File: config.mk
export PLATFORM = sky130hd
export DESIGN_NAME = booth_seq_ctrl_flat
export DESIGN_NICKNAME = d
export VERILOG_FILES = /design/src/rtl/booth_seq_ctrl_if.sv /design/src/rtl/booth_seq_ctrl.sv /design/src/flat_wrapper.sv
export SDC_FILE = /design/constraint.sdc
export NUM_CORES = 1
export LEC_CHECK = 0
export CORE_AREA = 2 2 39 41
export DETAILED_ROUTE_END_ITERATION = 6
export DIE_AREA = 0 0 41 43
export PLACE_DENSITY = 0.79
export SLEW_MARGIN = 20
export SYNTH_ARGS = -nofsm -noshare
export SYNTH_HDL_FRONTEND = slang
export SYNTH_SLANG_ARGS = --single-unit
File: constraint.sdc
create_clock -name clk -period 1.9 [get_ports clk]
set_input_delay 0.19 -clock clk [delete_from_list [all_inputs] [get_ports clk]]
set_output_delay 0.19 -clock clk [all_outputs]
set_load 0.02 [all_outputs]
File: src/rtl/booth_seq_ctrl_if.sv
// Handshake and strobe bundle between the Booth sequencer and its counter/datapath.
// master = sequencer side, slave = counter register, A/Q/M datapath and requester.
interface booth_seq_ctrl_if;
  logic       start;
  logic       Q0;
  logic       Qm1;
  logic [3:0] Counter_out;
  logic [3:0] Counter_in;
  logic       Counter_ld;
  logic       Counter_dec;
  logic       M_ld;
  logic       Q_ld;
  logic       A_clr;
  logic       Qm1_clr;
  logic       add;
  logic       sub;
  logic       shift;
  logic       busy;
  logic       done;

  modport master (
    input  start, Q0, Qm1, Counter_out,
    output Counter_in, Counter_ld, Counter_dec, M_ld, Q_ld, A_clr, Qm1_clr,
           add, sub, shift, busy, done
  );

  modport slave (
    output start, Q0, Qm1, Counter_out,
    input  Counter_in, Counter_ld, Counter_dec, M_ld, Q_ld, A_clr, Qm1_clr,
           add, sub, shift, busy, done
  );
endinterface

File: src/rtl/booth_seq_ctrl.sv
// Radix-2 Booth multiplier sequencer: Moore FSM driving the iteration counter and
// the A/Q/M datapath strobes, plus the start/busy/done handshake.
module booth_seq_ctrl #(
  parameter int unsigned N = 8
) (
  input  logic             clk,
  input  logic             reset,
  booth_seq_ctrl_if.master bus
);

  typedef enum logic [2:0] {
    S_IDLE  = 3'd0,
    S_LOAD  = 3'd1,
    S_CHECK = 3'd2,
    S_ADD   = 3'd3,
    S_SUB   = 3'd4,
    S_SHIFT = 3'd5,
    S_DONE  = 3'd6
  } state_e;

  typedef struct packed {
    logic counter_ld;
    logic counter_dec;
    logic m_ld;
    logic q_ld;
    logic a_clr;
    logic qm1_clr;
    logic add;
    logic sub;
    logic shift;
    logic busy;
    logic done;
  } strobe_t;

  state_e  state_q, state_d;
  strobe_t out_q, out_d;

  // Outputs are decoded from the next state and registered, so they line up with state_q.
  function automatic strobe_t decode(input state_e s);
    strobe_t o;
    o = '0;
    case (s)
      S_IDLE: o = '0;
      S_LOAD: begin
        o.counter_ld = 1'b1;
        o.m_ld       = 1'b1;
        o.q_ld       = 1'b1;
        o.a_clr      = 1'b1;
        o.qm1_clr    = 1'b1;
        o.busy       = 1'b1;
      end
      S_CHECK: o.busy = 1'b1;
      S_ADD: begin
        o.add  = 1'b1;
        o.busy = 1'b1;
      end
      S_SUB: begin
        o.sub  = 1'b1;
        o.busy = 1'b1;
      end
      S_SHIFT: begin
        o.shift       = 1'b1;
        o.counter_dec = 1'b1;
        o.busy        = 1'b1;
      end
      S_DONE:  o.done = 1'b1;
      default: o = '0;
    endcase
    return o;
  endfunction

  // Next-state logic; termination is decided only in CHECK from the counter value.
  always_comb begin
    state_d = state_q;
    case (state_q)
      S_IDLE: begin
        if (bus.start) begin
          state_d = S_LOAD;
        end else begin
          state_d = S_IDLE;
        end
      end
      S_LOAD: state_d = S_CHECK;
      S_CHECK: begin
        if (bus.Counter_out == 4'd0) begin
          state_d = S_DONE;
        end else begin
          case ({bus.Q0, bus.Qm1})
            2'b10:   state_d = S_SUB;
            2'b01:   state_d = S_ADD;
            default: state_d = S_SHIFT;
          endcase
        end
      end
      S_ADD:   state_d = S_SHIFT;
      S_SUB:   state_d = S_SHIFT;
      S_SHIFT: state_d = S_CHECK;
      S_DONE:  state_d = S_IDLE;
      default: state_d = S_IDLE;
    endcase
  end

  assign out_d = decode(state_d);

  // State and output registers; reset aborts any multiply in flight.
  always_ff @(posedge clk) begin
    if (reset) begin
      state_q <= S_IDLE;
      out_q   <= '0;
    end else begin
      state_q <= state_d;
      out_q   <= out_d;
    end
  end

  assign bus.Counter_in  = 4'(N);
  assign bus.Counter_ld  = out_q.counter_ld;
  assign bus.Counter_dec = out_q.counter_dec;
  assign bus.M_ld        = out_q.m_ld;
  assign bus.Q_ld        = out_q.q_ld;
  assign bus.A_clr       = out_q.a_clr;
  assign bus.Qm1_clr     = out_q.qm1_clr;
  assign bus.add         = out_q.add;
  assign bus.sub         = out_q.sub;
  assign bus.shift       = out_q.shift;
  assign bus.busy        = out_q.busy;
  assign bus.done        = out_q.done;

endmodule

File: src/flat_wrapper.sv
// flat-port wrapper written by rule: the top's interface ports become plain ports
module booth_seq_ctrl_flat 
#(
  parameter int unsigned N = 8
)
  (clk, reset, bus_start, bus_Q0, bus_Qm1, bus_Counter_out, bus_Counter_in, bus_Counter_ld, bus_Counter_dec, bus_M_ld, bus_Q_ld, bus_A_clr, bus_Qm1_clr, bus_add, bus_sub, bus_shift, bus_busy, bus_done);
  booth_seq_ctrl_if bus_i ();
  input  logic clk;
  input  logic reset;
  input wire logic [$bits(bus_i.start)-1:0] bus_start;
  input wire logic [$bits(bus_i.Q0)-1:0] bus_Q0;
  input wire logic [$bits(bus_i.Qm1)-1:0] bus_Qm1;
  input wire logic [$bits(bus_i.Counter_out)-1:0] bus_Counter_out;
  output wire logic [$bits(bus_i.Counter_in)-1:0] bus_Counter_in;
  output wire logic [$bits(bus_i.Counter_ld)-1:0] bus_Counter_ld;
  output wire logic [$bits(bus_i.Counter_dec)-1:0] bus_Counter_dec;
  output wire logic [$bits(bus_i.M_ld)-1:0] bus_M_ld;
  output wire logic [$bits(bus_i.Q_ld)-1:0] bus_Q_ld;
  output wire logic [$bits(bus_i.A_clr)-1:0] bus_A_clr;
  output wire logic [$bits(bus_i.Qm1_clr)-1:0] bus_Qm1_clr;
  output wire logic [$bits(bus_i.add)-1:0] bus_add;
  output wire logic [$bits(bus_i.sub)-1:0] bus_sub;
  output wire logic [$bits(bus_i.shift)-1:0] bus_shift;
  output wire logic [$bits(bus_i.busy)-1:0] bus_busy;
  output wire logic [$bits(bus_i.done)-1:0] bus_done;
  assign bus_i.start = bus_start;
  assign bus_i.Q0 = bus_Q0;
  assign bus_i.Qm1 = bus_Qm1;
  assign bus_i.Counter_out = bus_Counter_out;
  assign bus_Counter_in = bus_i.Counter_in;
  assign bus_Counter_ld = bus_i.Counter_ld;
  assign bus_Counter_dec = bus_i.Counter_dec;
  assign bus_M_ld = bus_i.M_ld;
  assign bus_Q_ld = bus_i.Q_ld;
  assign bus_A_clr = bus_i.A_clr;
  assign bus_Qm1_clr = bus_i.Qm1_clr;
  assign bus_add = bus_i.add;
  assign bus_sub = bus_i.sub;
  assign bus_shift = bus_i.shift;
  assign bus_busy = bus_i.busy;
  assign bus_done = bus_i.done;
  booth_seq_ctrl #(.N(N)) u_core (.clk(clk), .reset(reset), .bus(bus_i));
endmodule
==> flow_summary.toml, run 1 <==
[hold_path]
hold_class = "in2reg"

[logic_synthesis]
synth-edff-count = 0
ys_seq_elements = 9
syn_area_per_cell_um2 = 8.554
synthCells = 55
async_flop_share = 0
synth.distinct_cells = 23
seq_area_frac_synth = 0.3830
netlist_area_um2 = 470.5
ys.flop_type = "dfxtp_1"
synth_warnings = 0

[sta]
setup_viol = 0
rsz0062_at_grt = "no"
fin_crit_sh = 0.7982
period_minus_slack_ps = 1517
max_freq_mhz = 659.4
setup_tns_ps = 0
finalHoldViolCount = 0
drv_slew = 0
timing.final.ws_setup_ps = 383.5
fin_skew_ps = 2.967

[layout]
final_core_util = 0.4566
num-nets-final = 79
drive_gt1_frac = 0.08696
num_antenna_cells = 0
final_cell_mix = "clkdlybuf4s50_1, dfxtp_1, nor3_1, inv_1, conb_1"
layout_commonest_cell = "clkdlybuf4s50_1"
synthToLayoutAreaGrowth_pct = 34.31

[worst_setup_path]
critPathCaptureType = "register"
cp_max_fo = 8
cp-start-kind = "register"
crit_chain = "or4b_4, o211a_1, nand2_1, nor3_1"
cpPeakStageDelay_ps = 570
crit_type = "reg2reg"
critPathRequiredTime_ps = 2020
cp.arrival_ps = 1640
slowest_stage = "or4b_4"

[status]
status = "complete, no violations"

[global_route]
grt_pass1_vias = 330
grt_max_degree = 9
antenna_found_initial = 0
overflow = 0
grt_pass1_wl_um = 1290
track_usage = 0.1047

[pwr]
p_sw_w = 0.0001504
leakagePower_nw = 0.2591
power.share.clock = 0.268
totalPowerFinal_w = 0.0005113
switching_share = 0.2941
power_frac_comb = 0.297
vdd_ir_drop_max_mv = 0.2912
p_seq_frac = 0.435
power_density_nw_per_um2 = 809.1
intPower_w = 0.0003609

[clocking]
cts_hold_buf = 0
cts_tree = "yes"
clk_latency_ps = 250
cts_resized = 0
cts_buffers = 3
cts_sinks = 9
clockBufferDepth = 2
cts_root_buffer = "clkbuf_4"
postCtsSetupRepairBufs = 0
h-tree-depth = 1
clk_pin_slew_ps = 60

[floorplan]
die-area_um2 = 1763
die_y_um = 43
io_pins = 24
dieWidth_um = 41
num_rows = 14
core_um2 = 1384
start_util = 0.3400

[routing]
drc = 0
post_drt_via_cell_ratio = 4.694
ant_nets = 0
via_count = 399
wl_per_cell_um = 8.906
first_iter_violations = 10
dr.pass1.iters = 2
routed_wl_um = 757

[placement]
routabilityCongestion = 0.8703
port-buffer-count = 19
pre_cts_slack_ps = 123.5
hpwl_um = 636.3

[job]
max_cap_viol_count = 0
[flip-flops by register name, indices dropped and copies added, names as in the netlist]
signal                  cells
u_core.bus.M_ld             1
u_core.state_q              3
u_core.bus.done             1
u_core.bus.busy             1
u_core.bus.Counter_dec      1
u_core.bus.add              1
u_core.bus.sub              1
[worst paths after layout]
check	startpoint	to	slack, ps	cells after the start
setup / recovery	u_core.state_q[2]	u_core.bus.sub	380	4
setup reg to reg	u_core.state_q[2]	u_core.bus.sub	380	4
hold reg to reg	u_core.state_q[0]	u_core.bus.busy	600	2
hold / removal	reset	u_core.state_q[1]	530	2
[power by group through the flow]
stage | logic, W | registers [W] | clock network, W
final | 0.000152 | 0.000222 | 0.000137
after global placement | 0.000151 | 0.000225 | 0
after detailed placement | 0.000153 | 0.000226 | 0
after CTS | 0.000153 | 0.000222 | 0.000142
after floorplan | 0.000106 | 0.000229 | 0
after global routing | 0.000168 | 0.000225 | 0.000148
[stage by stage]
step	hold WS (ps)	instance area (um2)	instances
2_1_floorplan	262.4	478.0	57
3_3_place_gp	599.2	605.6	81
3_5_place_dp	593.9	605.6	81
4_1_cts	527.0	631.9	85
5_1_grt	535.6	631.9	85
6_report	527.3	631.9	85
[layout make-up]
type	count	area, um2
clock buffers	4	26.28
well taps	16	20.02
flip-flops and latches	9	180.2
fillers	147	752.0
repair buffers	19	190.2
inverters	4	15.01
multi-input cells	33	200.2
[kinds of logic (layout without fill, tap and decap cells)]
kind of cell,Yosys count,after routing,share of synthesized area
AO/OA/AOI/OAI,9,9,0.1356
flip-flops,9,9,0.3830
buffers and inverters,15,27,0.2074
AND/OR/NAND/NOR,19,19,0.2394
XOR/XNOR,1,1,0.01862
other,2,4,0.01596
[per-layer routing]
| metal | wire [um] | part of all wire | vias up | track usage |
|---|---|---|---|---|
| met5 | 0 | 0 | - | 0 |
| met4 | 0 | 0 | 0 | 0.08000 |
| met3 | 65 | 0.086 | 0 | 0 |
| met2 | 383 | 0.51 | 19 | 0.1625 |
| met1 | 307 | 0.41 | 176 | 0.1299 |
| li1 | - | - | 204 | - |
[synthesized netlist by cell type, types with 2 or more instances]
cell      count  share of area
o31ai_1       2          0.032
dfxtp_1       9           0.38
nand2_1       2          0.016
nand2b_1      2          0.027
nor3_1        7          0.074
conb_1        2          0.016
buf_4         9           0.14
a21oi_1       2          0.021
nor2_1        3          0.024
inv_1         4          0.032
[critical path, delay by kind of cell, from the launching register on]
family	cells	cell delay, ps
AOI/OAI and AO/OA	1	250
DFF	1	390
and+or+nand+nor	3	740
Note: power is estimated with default switching activity, not from simulation.
==> inputs of run 2 (changes only) <==
Settings changed: CORE_AREA 2 2 39 41 to default, CORE_UTILIZATION from default to 33, DIE_AREA 0 0 41 43 to default, PLACE_DENSITY 0.79 to 0.78.
Clock period 1.9 ns to 1.2 ns, I/O delays scaled along.
==> run 2 against run 1 <==
  * Global-route usage is 2.3 points higher
  * Wire length is 17% higher
  * Critical endpoint is now u_core.bus.add
  * Cell count is 11% higher
  * Sequential power is 54% higher
  * Worst hold slack worse by 77 ps
  * The flow now finishes with violations (setup timing)
  * Final area is 16% higher
  * Clock skew is 2.0 ps lower
  * Sequential share of layout area is 3.6 points lower
  * Fmax is 11% higher
  * Largest cell class is now buffers
==> flow_summary.toml, run 2 (synthesized netlist as in run 1, its figures left out) <==
[status]
status = "finished with violations"
violations = "setup timing"

[routing]
routed_wl_um = 887
first_iter_violations = 5
dr.pass1.iters = 4
post_drt_via_cell_ratio = 4.606
wl_per_cell_um = 9.436
ant_nets = 0
drc = 0
via_count = 433

[sta]
fin_crit_sh = 1.139
drv_slew = 0
fin_skew_ps = 0.9259
rsz0062_at_grt = "yes"
finalHoldViolCount = 0
period_minus_slack_ps = 1366
max_freq_mhz = 731.8
timing.final.ws_setup_ps = -166.4
setup_viol = 6

[floorplan]
core_um2 = 1318
die_y_um = 39.76
dieWidth_um = 39.76
start_util = 0.3571
num_rows = 13
die-area_um2 = 1580
io_pins = 24

[global_route]
grt_pass1_wl_um = 1338
grt_pass1_vias = 373
antenna_found_initial = 0
grt_max_degree = 8
track_usage = 0.1281
overflow = 0

[layout]
final_cell_mix = "dlygate4sd2_1, buf_4, dfxtp_1, nor3_1, clkdlybuf4s50_1"
synthToLayoutAreaGrowth_pct = 55.59
regMostFlops = "u_core.state_q"
fin_cells = 94
drive_gt1_frac = 0.3038
largest_register_ffs = 3
num-nets-final = 89
layout_commonest_cell = "dlygate4sd2_1"
num_antenna_cells = 0
n_fill_cell = 119

[worst_setup_path]
r2r_cells = 3
critPathRequiredTime_ps = 1370
cp.arrival_ps = 1540
crit_type = "reg2reg"
cp-start-kind = "register"
critPathCaptureType = "register"
cp_max_fo = 4

[hold_path]
hold_class = "in2reg"
min_path_cells = 2

[placement]
port-buffer-count = 19
pre_cts_slack_ps = -422.0
place_inst = 88
routabilityCongestion = 0.8291
hpwl_um = 662.5

[clocking]
cts_buffers = 3
clk_latency_ps = 250
clockBufferDepth = 2
cts_tree = "yes"
clk_pin_slew_ps = 60
cts_sinks = 9
cts_hold_buf = 0
h-tree-depth = 1
cts_root_buffer = "clkbuf_4"

[pwr]
vdd_ir_drop_max_mv = 0.3254
leakagePower_nw = 0.3881
power_density_nw_per_um2 = 1170

[job]
max_cap_viol_count = 0
[run 2: cell types whose count changed in the layout (fill, tap and decap cells not counted), moves of 3 or more]
| cell | previous run | this run |
|---|---|---|
| dlymetal6s2s_1 | 0 | 3 |
| buf_4 | 0 | 10 |
| clkdlybuf4s50_1 | 19 | 5 |
| dlygate4sd2_1 | 0 | 11 |
[run 2: area by class of cell]
| type | instances | area, um2 | area share |
|---|---|---|---|
| Timing Repair Buffer | 29 | 259.0 | 0.3538 |
| Tap cell | 15 | 18.77 | 0.02564 |
| Clock buffer | 4 | 26.28 | 0.03590 |
| Multi-Input combinational cell | 33 | 230.2 | 0.3145 |
| Sequential cell | 9 | 182.7 | 0.2496 |
| Inverter | 4 | 15.01 | 0.02051 |
[run 2: worst max-delay path: stages (launching register included)]
cell and delay [ps]:
dfxtp_2 340, or4b_4 520, o211a_4 270, nor3_1 170
[run 2: worst paths after layout]
path,startpoint,endpoint,slack [ps]
max,u_core.state_q[2],u_core.bus.add,-170
max reg2reg,u_core.state_q[2],u_core.bus.add,-170
min,reset,u_core.state_q[1],450
min reg2reg,u_core.state_q[1],u_core.bus.busy,530
[run 2: through the flow]
step / total power, W / TNS, ps / utilization / instance area (um2) / hold WS, ps
2_1_floorplan: 0.0005315 / -885.9 / - / 478.0 / 192.4
3_3_place_gp: 0.0006321 / -2789 / 0.5043 / 664.4 / 576.5
3_5_place_dp: 0.0006370 / -2874 / 0.5043 / 664.4 / 578.2
4_1_cts: 0.0008427 / -714.9 / 0.5214 / 686.9 / 443.4
5_1_grt: 0.0009052 / -965.9 / 0.5556 / 732.0 / 462.2
6_report: 0.0008567 / -766.7 / 0.5556 / 732.0 / 450.4
[run 2: per-layer routing]
metal,GRT usage,vias to the layer above,part of all wire
met3,0,0,0.051
met4,0.1034,0,0
met5,0,-,0
met2,0.2664,19,0.55
met1,0.1085,196,0.39
li1,-,218,-
[run 2: timing repair]
action / in CTS / in global routing
gates resized for setup: 16 / 8
hold endpoints to repair: 0 / 0
pin swaps: 2 / 6
cloned: 0 / 0
endpoints found under the setup margin: 18 / 8
buffers inserted: 0 / 2
[run 2: report_power, final]
part           total [W]  switching [W]  internal [W]
Sequential      0.000342      0.0000178      0.000325
Combinational   0.000291       0.000152      0.000139
Clock           0.000223      0.0000955      0.000127
